[config.mk]
export PLATFORM = sky130hd
export DESIGN_NAME = banco_registros_param
export DESIGN_NICKNAME = d
export VERILOG_FILES = /design/src/rtl/banco_registros_param.sv
export SDC_FILE = /design/constraint.sdc
export NUM_CORES = 2
export LEC_CHECK = 0
export BUFFER_PORTS_ARGS = -buffer_cell sky130_fd_sc_hd__buf_2
export CAP_MARGIN = 25
export CORE_ASPECT_RATIO = 0.8
export CORE_MARGIN = 4
export CORE_UTILIZATION = 39
export DETAILED_ROUTE_END_ITERATION = 8
export PLACE_DENSITY = 0.54
export SYNTH_ARGS = -nofsm -noshare
export SYNTH_HDL_FRONTEND = slang
export SYNTH_SLANG_ARGS = --single-unit
[constraint.sdc]
create_clock -name clk -period 3.5 [get_ports clk]
set_input_delay 0.7 -clock clk [delete_from_list [all_inputs] [get_ports clk]]
set_output_delay 0.7 -clock clk [all_outputs]
set_load 0.05 [all_outputs]
[src/rtl/banco_registros_param.sv]
// Parametrised register bank: N x Bits flop storage, one synchronous write port,
// NREAD registered read ports with optional write bypass and hardwired zero register.
module banco_registros_param #(
    parameter int N        = 32,
    parameter int Bits     = 64,
    parameter int NREAD    = 2,
    parameter int ZERO_REG = 1,
    parameter int BYPASS   = 1
) (
    input  logic                       clk,
    input  logic                       reset,
    input  logic                       write_en,
    input  logic [$clog2(N)-1:0]       write_code,
    input  logic [Bits-1:0]            write_data,
    input  logic [NREAD-1:0]           read_en,
    input  logic [NREAD*$clog2(N)-1:0] read_code,
    output logic [NREAD*Bits-1:0]      read_data,
    output logic [NREAD-1:0]           read_valid,
    output logic                       addr_err
);

    localparam int          AW = $clog2(N);
    localparam int unsigned NU = N;

    logic [Bits-1:0]       regs_q [N];
    logic [NREAD*Bits-1:0] read_data_q, read_data_d;
    logic [NREAD-1:0]      read_valid_q, read_valid_d;
    logic                  addr_err_q, addr_err_d;

    logic                  wr_range;
    logic                  wr_ok;
    logic [AW-1:0]         rcode [NREAD];
    logic [NREAD-1:0]      rd_range;

    // A write is only performed when the address exists and is not the hardwired zero.
    always_comb begin
        wr_range = 32'(write_code) < NU;
        wr_ok    = write_en && wr_range && !((ZERO_REG != 0) && (write_code == '0));
    end

    always_comb begin
        for (int p = 0; p < NREAD; p++) begin
            rcode[p]    = read_code[p*AW +: AW];
            rd_range[p] = 32'(rcode[p]) < NU;
        end
    end

    always_comb begin
        read_data_d  = read_data_q;
        read_valid_d = '0;
        addr_err_d   = write_en && !wr_range;
        for (int p = 0; p < NREAD; p++) begin
            if (read_en[p]) begin
                read_valid_d[p] = 1'b1;
                if (!rd_range[p]) begin
                    read_data_d[p*Bits +: Bits] = '0;
                    addr_err_d                  = 1'b1;
                end else if ((ZERO_REG != 0) && (rcode[p] == '0)) begin
                    read_data_d[p*Bits +: Bits] = '0;
                end else if ((BYPASS != 0) && wr_ok && (write_code == rcode[p])) begin
                    read_data_d[p*Bits +: Bits] = write_data;
                end else begin
                    read_data_d[p*Bits +: Bits] = regs_q[rcode[p]];
                end
            end
        end
    end

    // Reset clears every entry, which is why storage is a flop array rather than a RAM.
    always_ff @(posedge clk) begin
        if (reset) begin
            for (int i = 0; i < N; i++) begin
                regs_q[i] <= '0;
            end
            read_data_q  <= '0;
            read_valid_q <= '0;
            addr_err_q   <= 1'b0;
        end else begin
            if (wr_ok) begin
                regs_q[write_code] <= write_data;
            end
            read_data_q  <= read_data_d;
            read_valid_q <= read_valid_d;
            addr_err_q   <= addr_err_d;
        end
    end

    assign read_data  = read_data_q;
    assign read_valid = read_valid_q;
    assign addr_err   = addr_err_q;

endmodule

==> metrics <==
Syn Area/Cell=15.50 um^2; Reg-to-Reg Start=regs_q[13][49]; grt ovf=0; WHS=0.08236 ns; drt first pass iters=6; antenna-violating nets left=0; Sink Count=2,178; Syn Inst Count=7,250; CP Cell Sequence=buf_8, buf_12, xnor2_1, o311ai_2, o21ai_4, buf_12, buf_4, a2111oi_0, a221o_1; total CTS buffers=231; CTS clock-pin slew for the worst setup and hold paths=0.06 ns; Gate power share=12.5%; Pleak=44.02 nW; clk_lat worst skew=0.90 ns; Fill cells=24,800; Synth warnings=0; PortBufs=213; CTS resizes=0; WP data required=4.30 ns; vias in the first global route=73,150; outcome=finished, final reports clean; critical path type=in2reg; GRT Util Overall=30.98%; Max-slew headroom=23.46%; # Post-CTS Setup Buffers=0; cell family with most CP delay=buffers and inverters; Worst Hold Launch=read_en[0]; CTS Hold Bufs=0; cell mode on critical path=buf_12; Worst setup SP type=primary input; # IOs=215; clk buf depth=4; area delta synth->final=13.84%; Die Wd=608.1 um; layout cells sized above 1=27.51%; routed len/inst=41.04 um; hpwl dp=256,000 um; DRT iter0 DRCs=13,540; Setup-failing EPs final=0; Critical Path AT=3.44 ns; initial core utilization=39.35%; Bufs and invs on worst path=4; Routed WL=466,400 um; CP max stage cell=xnor2_1; pwr/cell area=500.3 nW/um^2; RD Place Congestion=0.8352; fmax=378.7 MHz; Worst setup EP type=flip-flop; Yosys cell types=62; global-route wire length before repair=635,100 um; Post-synth EDFFs=2,048; asr flop ratio synth=0%; Core Box Area=285,500 um^2; setup_tns=0 ns; Worst-Margin Slew=1.148 ns; maxcap violations=0; pre-CTS setup slack=0.1864 ns; drt via density=6.556; slowest stage delay, CP=0.63 ns; post-route setup slack=0.8593 ns; CTS root buffer=clkbuf_16; largest net degree at the start of global routing=65; sw frac=26.15%; sequential area share after synthesis=57.05%; nets=7,407; CP Max Fanout=19; register bit total from synthesis=2,178; Final Cycle Share=75.45%; shortest period the worst path allows=2.641 ns; Peak VDD IR=469.2 uV; Power Internal=47.26 mW; clock network power share=39.0%; P_sw=16.73 mW; via count=74,500; RSZ-0062 raised after global routing=false; Reg power frac=48.4%; min-delay worst type=in2reg; total chip power=64.00 mW; Hold Fails Final Rpt=0; die area=296,800 um^2; H-tree Lvls=4; floorplan row count=175; Die Height=488.1 um; clock skew=0.04928 ns; worst setup path startpoint=read_code[5]; Mapped Area=112,400 um^2; TritonCTS clock tree=done; fin. max-slew vios=0; Most used DFF post-synth=edfxtp_1; initial antenna violation count=77; DRC viols=0
## state kept, by name, summed over array words and instances, names as in the netlist
| register | count |
|---|---|
| regs_q | 2048 |
| read_data | 128 |
| read_valid | 2 |
## cells in the mapped netlist (5+ instances only)
master     instances  area (um^2)
a2111oi_0         15        131.4
a211o_1           14        122.6
a211oi_1          52        390.4
a21o_1             8        60.06
a21oi_1           20        100.1
a221o_1           30        300.3
a221oi_1          14        122.6
a22o_1            35        306.5
a22oi_1          210         1577
a31o_1            11        96.34
and2_1          1987        12430
and3_1            16        100.1
buf_1             28        105.1
buf_2            147        735.7
buf_4             38        285.3
buf_6             18        202.7
clkbuf_1         587         2203
dfxtp_1          130         2603
edfxtp_1        2048        61500
mux2i_1          194         1942
mux4_2          1052        23690
nand2_1           32        120.1
nand3_1          191        955.9
nand3b_1           8        60.06
nand4_1            7        43.79
nor2_1            42        157.7
nor2b_1           55        344.1
nor4_1            16        100.1
o211ai_1          11        82.58
o21ai_0           61        305.3
o21ai_1            5        25.02
o22ai_1           74        462.9
o31ai_1           15        112.6
or2_2             32        200.2
xnor2_1           10        87.58
## per-layer routing
layer  vias up  global-route usage, %  wire, um  share of wire [%]
met5         -                      0       181              0.039
met4        28                  12.17     20960                4.5
met3      1057                  8.093     59880                 13
met2      5993                  46.75    207700                 45
met1     39120                  42.96    177700                 38
li1      28300                      -         -                  -
## layout by cell type, fill, tap and decap left out, drive strengths merged, types with 69 or more instances in the layout
master	n
edfxtp	2048
and2	1987
mux4	1052
buf	593
clkbuf	326
a22oi	210
mux2i	194
nand3	191
dfxtp	130
o22ai	74
clkinv	69
## stage by stage
stage / cells / instance area (um^2) / utilization (%)
after floorplan: 7314 / 112600 / -
after global placement: 10900 / 120400 / 42.16
after detailed placement: 10900 / 120400 / 42.16
after CTS: 11320 / 127800 / 44.76
after global routing: 11330 / 127800 / 44.77
final: 11360 / 127900 / 44.80
## power groups by stage
stage	clock, mW	sequential [mW]	combinational [mW]
after floorplan	0	31.5	4.38
after global placement	0	31.4	7.88
after detailed placement	0	31.5	7.91
after CTS	25.1	31.0	7.93
after global routing	26.2	31.1	8.25
final	25.0	31.0	8.03
## worst register-to-register path, cell delays in order, from the launching register on
cell and delay [ns]:
edfxtp_1 0.39, mux4_2 0.60, o22ai_1 0.69, a2111oi_0 0.17
buf_4 0.19, a221o_1 0.25
## worst paths after layout
check                    to  slack [ns]  depth (start not counted)
max           read_data[65]        0.86                          9
max reg2reg  read_data[113]        1.12                          5
min reg2reg   read_data[39]        0.48                          2
min           read_valid[0]        0.08                          3
## kinds of logic (layout without fill, tap and decap cells)
| logic type | Yosys count | count (layout) | share of synthesized area, % |
|---|---|---|---|
| buf+inv | 823 | 1023 | 3.160 |
| other cells | 1 | 110 | 0.003337 |
| xor+xnor | 10 | 10 | 0.07794 |
| flops | 2178 | 2178 | 57.05 |
| simple gates | 2401 | 2401 | 13.02 |
| mux | 1249 | 1249 | 22.84 |
| compound gates | 588 | 588 | 3.847 |
## layout make-up
type	instances	area (um^2)	area share (%)
diodes	45	112.6	0.08804
clock buffers	325	6437	5.033
clock inverters	99	972.2	0.7601
inverters	5	28.78	0.02250
multi-input cells	4313	45370	35.47
flip-flops and latches	2178	64100	50.11
well taps	3805	4761	3.722
repair buffers	594	6127	4.790
Power figures use the tool's default switching activity.
